==> src/rtl/cpu_program_loader.sv <==
// Byte-stream program loader: parses framed load/run commands and writes
// big-endian 32-bit words into the CPU's instruction or data memory.
module cpu_program_loader #(
  parameter int          ADDR_W   = 10,
  parameter logic [7:0]  HDR_INST = 8'hA5,
  parameter logic [7:0]  HDR_DATA = 8'h5A,
  parameter logic [7:0]  HDR_RUN  = 8'hC3
) (
  input  logic              clk,
  input  logic              rst,
  input  logic [7:0]        in_data,
  input  logic              in_valid,
  output logic              in_ready,
  output logic [31:0]       inst_data,
  output logic [ADDR_W-1:0] address,
  output logic              write_instruction,
  output logic              write_data,
  output logic              cpu_rst,
  output logic              busy,
  output logic              error
);

  // The high address byte only contributes the bits above the low byte,
  // so this loader supports 9 <= ADDR_W <= 16.
  localparam int HI_W = ADDR_W - 8;

  typedef enum logic [2:0] {
    IDLE,
    ADDR_HI,
    ADDR_LO,
    CNT_HI,
    CNT_LO,
    DATA,
    WRITE
  } state_t;

  state_t          state;
  logic            target_inst;
  logic [HI_W-1:0] addr_hi;
  logic [7:0]      cnt_hi;
  logic [15:0]     count;
  logic [23:0]     word;
  logic [1:0]      byte_idx;
  logic            accept;
  logic [15:0]     cnt_full;

  assign accept   = in_valid & in_ready;
  assign cnt_full = {cnt_hi, in_data};

  always_ff @(posedge clk or negedge rst) begin
    if (!rst) begin
      state             <= IDLE;
      target_inst       <= 1'b0;
      addr_hi           <= '0;
      cnt_hi            <= 8'd0;
      count             <= 16'd0;
      word              <= 24'd0;
      byte_idx          <= 2'd0;
      in_ready          <= 1'b0;
      inst_data         <= 32'd0;
      address           <= '0;
      write_instruction <= 1'b0;
      write_data        <= 1'b0;
      cpu_rst           <= 1'b1;
      busy              <= 1'b0;
      error             <= 1'b0;
    end else begin
      // Strobes are single-cycle; in_ready only drops for the WRITE cycle.
      in_ready          <= 1'b1;
      write_instruction <= 1'b0;
      write_data        <= 1'b0;
      case (state)
        IDLE: begin
          if (accept) begin
            if (in_data == HDR_INST || in_data == HDR_DATA) begin
              target_inst <= (in_data == HDR_INST);
              cpu_rst     <= 1'b1;
              busy        <= 1'b1;
              state       <= ADDR_HI;
            end else if (in_data == HDR_RUN) begin
              cpu_rst <= 1'b0;
            end else begin
              error <= 1'b1;
            end
          end
        end
        ADDR_HI: begin
          if (accept) begin
            addr_hi <= in_data[HI_W-1:0];
            state   <= ADDR_LO;
          end
        end
        ADDR_LO: begin
          if (accept) begin
            address <= {addr_hi, in_data};
            state   <= CNT_HI;
          end
        end
        CNT_HI: begin
          if (accept) begin
            cnt_hi <= in_data;
            state  <= CNT_LO;
          end
        end
        CNT_LO: begin
          if (accept) begin
            if (cnt_full == 16'd0) begin
              busy  <= 1'b0;
              state <= IDLE;
            end else begin
              count    <= cnt_full;
              byte_idx <= 2'd0;
              state    <= DATA;
            end
          end
        end
        DATA: begin
          if (accept) begin
            if (byte_idx == 2'd3) begin
              inst_data         <= {word, in_data};
              write_instruction <= target_inst;
              write_data        <= ~target_inst;
              in_ready          <= 1'b0;
              byte_idx          <= 2'd0;
              state             <= WRITE;
            end else begin
              word     <= {word[15:0], in_data};
              byte_idx <= byte_idx + 2'd1;
            end
          end
        end
        WRITE: begin
          address <= address + 1'b1;
          count   <= count - 16'd1;
          if (count == 16'd1) begin
            busy  <= 1'b0;
            state <= IDLE;
          end else begin
            state <= DATA;
          end
        end
        default: state <= IDLE;
      endcase
    end
  end

endmodule

==> config.mk <==
export PLATFORM = sky130hd
export DESIGN_NAME = cpu_program_loader
export DESIGN_NICKNAME = d
export VERILOG_FILES = /design/src/rtl/cpu_program_loader.sv
export SDC_FILE = /design/constraint.sdc
export NUM_CORES = 1
export LEC_CHECK = 0
export CORE_UTILIZATION = 43
export CTS_BUF_LIST = sky130_fd_sc_hd__clkbuf_2 sky130_fd_sc_hd__clkbuf_4 sky130_fd_sc_hd__clkbuf_8
export DETAILED_ROUTE_END_ITERATION = 16
export GPL_TIMING_DRIVEN = 0
export MAX_ROUTING_LAYER = met4
export REMOVE_ABC_BUFFERS = 1
export SYNTH_ARGS = -nofsm -noshare
export SYNTH_HDL_FRONTEND = slang
export SYNTH_SLANG_ARGS = --single-unit
==> constraint.sdc <==
create_clock -name clk -period 3.6 [get_ports clk]
set_input_delay 0.54 -clock clk [delete_from_list [all_inputs] [get_ports clk]]
set_output_delay 0.54 -clock clk [all_outputs]
set_load 0.01 [all_outputs]
==> results.md, run 1 <==
- Die extent in x: 108 µm
- Die Y-Extent: 108 µm
- Slew headroom: 20.1%
- Grt met3 use: 3.45%
- Worst-skew pair later-pin latency: 0.37 ns
- Placer Congestion: 0.867
- RSZ-0062 raised after global routing: false
- Worst path cell trace: and3b_1, nand4_1, nor2_1, nor3_2, a211oi_2
- M2 GR Usage: 30.5%
- Max Slew Vio Count: 0
- Vias in the first global route: 3314
- Setup CP Type: reg2reg
- Number of flops mapped to enable cells by yosys: 0
- Clock sink count: 104
- Total gr overflow: 0
- Fmax: 392 MHz
- # Post-CTS Setup Buffers: 0
- DIE AREA: 11600 µm²
- Largest family of logic cells by synthesized area: multiplexers
- Post-CTS sizing: 0
- Xor and xnor area share after synthesis: 0%
- DRT iter0 DRCs: 176
- Synth Instances: 425
- Setup WS pre-CTS: 0.678 ns
- First-pass GRT wire length: 17.4 mm
- CTS tree: yes
- Core ar.: 10800 µm²
- Drt via density: 5.62
- Dpl cell area: 5510 µm²
- CP Capture Type: flip-flop
- Final Cell Area: 5700 µm²
- Hold Buf Count CTS: 0
- Slowest CP cell: and3b_1
- DRC: 0
- CP arrival: 2.84 ns
- Clock Tree Buf Depth: 2
- Yosys top cell area share: 53.7%
- Final net count: 490
- Final core utilization: 52.6%
- Row count: 38
- Tmin final: 2.55 ns
- Post-synthesis cell area: 4800 µm²
- Placed insts: 604
- Mux contribution to synthesized area: 15.5%
- Total count of hold-check failures in the final report: 0
- Drt wl/cell: 17.0 µm
- Synth warn: 0
- Synth Area in Compound Gates: 12.0%
- Htree depth: 3
- CP Launch Type: flip-flop
- Synth Flop Type: dfrtp_1
- Io pins: 59
- Initial antenna violation count: 0
- Vias after detailed routing: 3482
- Filler cell count: 974
- Worst Skew: 0.00891 ns
- Non-filler instance count after layout: 620
- Gr busiest metal: met2
- DP HPWL: 7.03 mm
- Maxcap violations: 0
- Status: finished clean
- Synth top cells by count: dfrtp_1, mux2_2, nor2_1
- Period Utilization, post-route: 70.9%
- Worst endpoint required time: 3.89 ns
- Most frequent cell after synthesis: dfrtp_1
- Final WS setup: 1.05 ns
- Drt first pass iters: 5
- Leakage: 2.49 nW
- FF+latch count, synth: 104
- Synth async-reset ratio: 100%
- GRT Total Usage: 20.1%
- Pwr dens: 597 nW/µm²
- Crit-path max FO: 34
- Simple-gate share of the synthesized area: 14.2%
- Area growth syn-to-layout: 18.8%
- Slew @ Worst Pin: 1.20 ns
- Adder-Cell Fraction of Synth Area: 1.04%
- Synth top area cells: dfrtp_1, mux2_2, nor2_1
- Share of cells above drive strength 1: 20.6%
- CP max stage delay: 1.04 ns
- Total CTS buffers: 9
- M1 GR Usage: 28.0%
- Clock root buffer: clkbuf_8
- Final WL: 10.5 mm
- Peak VDD IR: 0.256 mV
- Register area share after synthesis: 54.3%
- Setup TNS Final: 0 ns
- Worst Hold Class: in2async
- ANT cells: 0
- Port Buffer Count: 58
- Leading area contributor after synthesis: dfrtp_1
- Initial Util: 44.3%
- Detail Route Antenna Nets: 0
- Syn_area_per_cell: 11.3 µm²
- Worst-path clk slew: 0.11 ns
- Largest net degree at the start of global routing: 57
- Final setup fails: 0
- Unique masters post-synth: 57
logic make-up after synthesis:
group / count (synthesis)
buffers and inverters: 31
AND/OR/NAND/NOR: 134
AO/OA/AOI/OAI: 86
flip-flops: 104
multiplexers: 66
adder cells (fa/ha/maj): 4
placed cells by master, fill, tap and decap left out, drive strengths merged, types with 5 or more instances in the layout:
master	instances
nand2	31
and2	5
o21ai	25
clkbuf	10
clkdlybuf4s50	57
nor2	37
nor4	11
dfrtp	103
nand3	11
inv	15
a21oi	22
nor3	15
a31oi	5
nand4	5
a211oi	5
mux2	66
flip-flops by register name (all words and copies together) (netlist names):
name and flops:
cnt_hi 8, write_instruction 1, address 10, inst_data 32, cpu_rst 1, byte_idx 2, count 16, state 3
target_inst 1, busy 1, in_ready 1, word 24, error 1, addr_hi 2, write_data 1
layout make-up:
class                           count  area (µm²)  share of cell area [%]
Clock inverter                      6        57.6                    1.01
Timing Repair Buffer               60         633                    11.1
Inverter                           10        37.5                   0.659
Tap cell                          140         175                    3.07
Multi-Input combinational cell    290        2060                    36.1
Sequential cell                   104        2600                    45.7
Clock buffer                       10         131                    2.31
routing by layer:
| layer | routed length (µm) | vias up |
|---|---|---|
| met5 | 0 | - |
| met4 | 78 | 0 |
| met3 | 331 | 7 |
| met2 | 5080 | 65 |
| met1 | 5040 | 1762 |
| li1 | - | 1648 |
worst paths after layout:
kind | from | to | slack [ns] | cells after the start
max reg2reg | state[1]$_DFFE_PN0P_ | count[11]$_DFFE_PN0P_ | 1.05 | 5
min | rst | word[19]$_DFFE_PN0P_ | 0.22 | 1
max | state[1]$_DFFE_PN0P_ | count[11]$_DFFE_PN0P_ | 1.05 | 5
max in group asynchronous | rst | cpu_rst$_DFFE_PN1P_ | 2.64 | 2
min reg2reg | target_inst$_DFFE_PN0P_ | write_data$_DFF_PN0_ | 0.47 | 1
min in group clk | target_inst$_DFFE_PN0P_ | write_data$_DFF_PN0_ | 0.47 | 1
where the power goes:
group / switching [W] / internal, W
combinational: 0.000467 / 0.000461
clock: 0.000445 / 0.000279
sequential: 0.000314 / 0.00144
total: 0.00123 / 0.00218
worst max-delay path, delay by kind of cell (launching register included):
family | cells | cell delay [ns]
flops | 1 | 0.63
compound gates | 1 | 0.19
simple gates | 4 | 1.64
metrics by stage:
step / hold slack [ns] / power (W)
global route: 0.262 / 0.00363
detailed placement: 0.455 / 0.00270
global placement: 0.457 / 0.00266
finish: 0.221 / 0.00340
floorplan: 0.244 / 0.00231
CTS: 0.240 / 0.00342
No activity file was read; power rests on OpenSTA's default activity.
==> run 2, diff against run 1 <==
==> constraint.sdc (replaced) <==
create_clock -name clk -period 2.7 [get_ports clk]
set_input_delay 0.405 -clock clk [delete_from_list [all_inputs] [get_ports clk]]
set_output_delay 0.405 -clock clk [all_outputs]
set_load 0.01 [all_outputs]
==> run 2 against run 1 <==
  * Global-route usage did not move
  * Non-clock buffer count is the same
  * Sequential cell count unchanged
  * Clock power grew 33%
  * Clock skew is essentially flat
  * Worst hold slack worse by 0.13 ns
  * Sequential share of layout area down 0.070 points
  * Combinational power is 34% higher
  * Count of clock-buffer cells in the layout unchanged
  * Register-to-register slack worse by 0.77 ns
  * Die area is the same
  * Fmax up 5.5%
  * Critical path type unchanged
  * Critical endpoint is now count[9]$_DFFE_PN0P_
  * Largest power group unchanged
==> results.md, run 2 (synthesized netlist as in run 1, its figures left out) <==
- CP Launch Type: flip-flop
- Most frequent cells in the layout: dfrtp_1, mux2_2, clkdlybuf4s50_1, nor2_1, nand2_1
- Initial antenna violation count: 0
- CP arrival: 2.67 ns
- Largest net degree at the start of global routing: 57
- R2R setup slack: 0.28 ns
- Largest reg by FF count: inst_data
- Port Buffer Count: 58
- CP Capture Type: flip-flop
- Dpl cell area: 5510 µm²
- CTS tree: yes
- Worst-path clk slew: 0.11 ns
- Detail Route Antenna Nets: 0
- # Post-CTS Setup Buffers: 0
- Area growth syn-to-layout: 18.9%
- Filler cell count: 971
- Final Cell Area: 5710 µm²
- Placer Congestion: 0.867
- DRT iter0 DRCs: 162
- RSZ-0062 raised after global routing: false
- Worst Skew: 0.00918 ns
- Period Utilization, post-route: 89.6%
- Most common cell after layout, fill and taps aside: dfrtp_1
- Die extent in x: 108 µm
- Tmin final: 2.42 ns
- Reg area: 2600 µm²
- Io pins: 59
- Htree depth: 3
- Total count of hold-check failures in the final report: 0
- R2R Path Start: state[1]$_DFFE_PN0P_
- Max Slew Vio Count: 0
- Leakage: 2.49 nW
- Vias after detailed routing: 3462
- Peak VDD IR: 0.341 mV
- Drt via density: 5.58
- Worst Hold Class: in2async
- Final WL: 10.5 mm
- Clock root buffer: clkbuf_8
- Die Y-Extent: 108 µm
- Post-CTS sizing: 0
- Vias in the first global route: 3314
- Pwr dens: 794 nW/µm²
- GRT Total Usage: 20.1%
- DIE AREA: 11600 µm²
- Maxcap violations: 0
- Status: finished clean
- Drt wl/cell: 16.9 µm
- Max FFs per register: 32
- CP Launch Point: state[1]$_DFFE_PN0P_
- Clock sink count: 104
- Final net count: 490
- Final setup fails: 0
- Setup TNS Final: 0 ns
- Initial Util: 44.3%
- Slew @ Worst Pin: 1.09 ns
- Largest regs: inst_data: 32 flops, word: 24 flops, count: 16 flops
- Fmax: 413 MHz
- Share of cells above drive strength 1: 20.8%
- Worst endpoint required time: 2.95 ns
- Setup CP Type: reg2reg
- Clock Tree Buf Depth: 2
- Total gr overflow: 0
- Crit-path max FO: 22
- Slew headroom: 26.6%
- Row count: 38
- ANT cells: 0
- Hold Buf Count CTS: 0
- DP HPWL: 7.03 mm
- Core ar.: 10800 µm²
- Area occupied by multi-input gates: 2070 µm²
- Worst-skew pair later-pin latency: 0.37 ns
- DRC: 0
- Drt first pass iters: 4
- First-pass GRT wire length: 17.4 mm
- Total CTS buffers: 9
==> run 2: layout make-up <==
cell class                 count  area share [%]
timing repair buffer          60            11.1
tap                          140            3.07
multi-input combinational    290            36.2
inverter                      10           0.658
clock buffer                  10            2.30
sequential                   104            45.6
clock inverter                 6            1.01
==> run 2: critical path, stage by stage, from the launching register on <==
cell      delay, ns
dfrtp_1        0.63
nand3b_1       0.76
or4_1          0.73
nand3_1        0.10
nand3_1        0.08
==> run 2: metrics by stage <==
stage	power, W	setup slack, ns	cells	utilization (%)	hold slack [ns]
6_report	0.00453	0.281	620	52.6	0.0885
3_3_place_gp	0.00355	-2.73	602	50.3	0.457
5_1_grt	0.00485	0.0761	620	52.6	0.127
2_1_floorplan	0.00308	0.325	404	-	0.109
3_5_place_dp	0.00360	-0.0870	604	50.8	0.455
4_1_cts	0.00456	0.171	620	52.6	0.105
==> run 2: metal layers <==
metal	track usage, %	vias to the layer above	wire length [µm]
met5	-	-	0
met4	5.28	0	91
met3	3.45	10	314
met2	30.5	64	5010
met1	28.0	1740	5070
li1	-	1648	-
==> run 2: worst paths after layout <==
path | to | cells past startpoint
min in group clk | write_data$_DFF_PN0_ | 1
hold reg to reg | write_data$_DFF_PN0_ | 1
setup / recovery | count[9]$_DFFE_PN0P_ | 4
max in group asynchronous | cpu_rst$_DFFE_PN1P_ | 2
hold / removal | word[19]$_DFFE_PN0P_ | 1
setup reg to reg | count[9]$_DFFE_PN0P_ | 4
==> run 2: power by group <==
group	internal [W]	total, W	leakage, nW	switching (W)
registers	0.00191	0.00233	1.35	0.000418
clock network	0.000372	0.000962	0.0991	0.000590
logic	0.000614	0.00124	1.04	0.000625
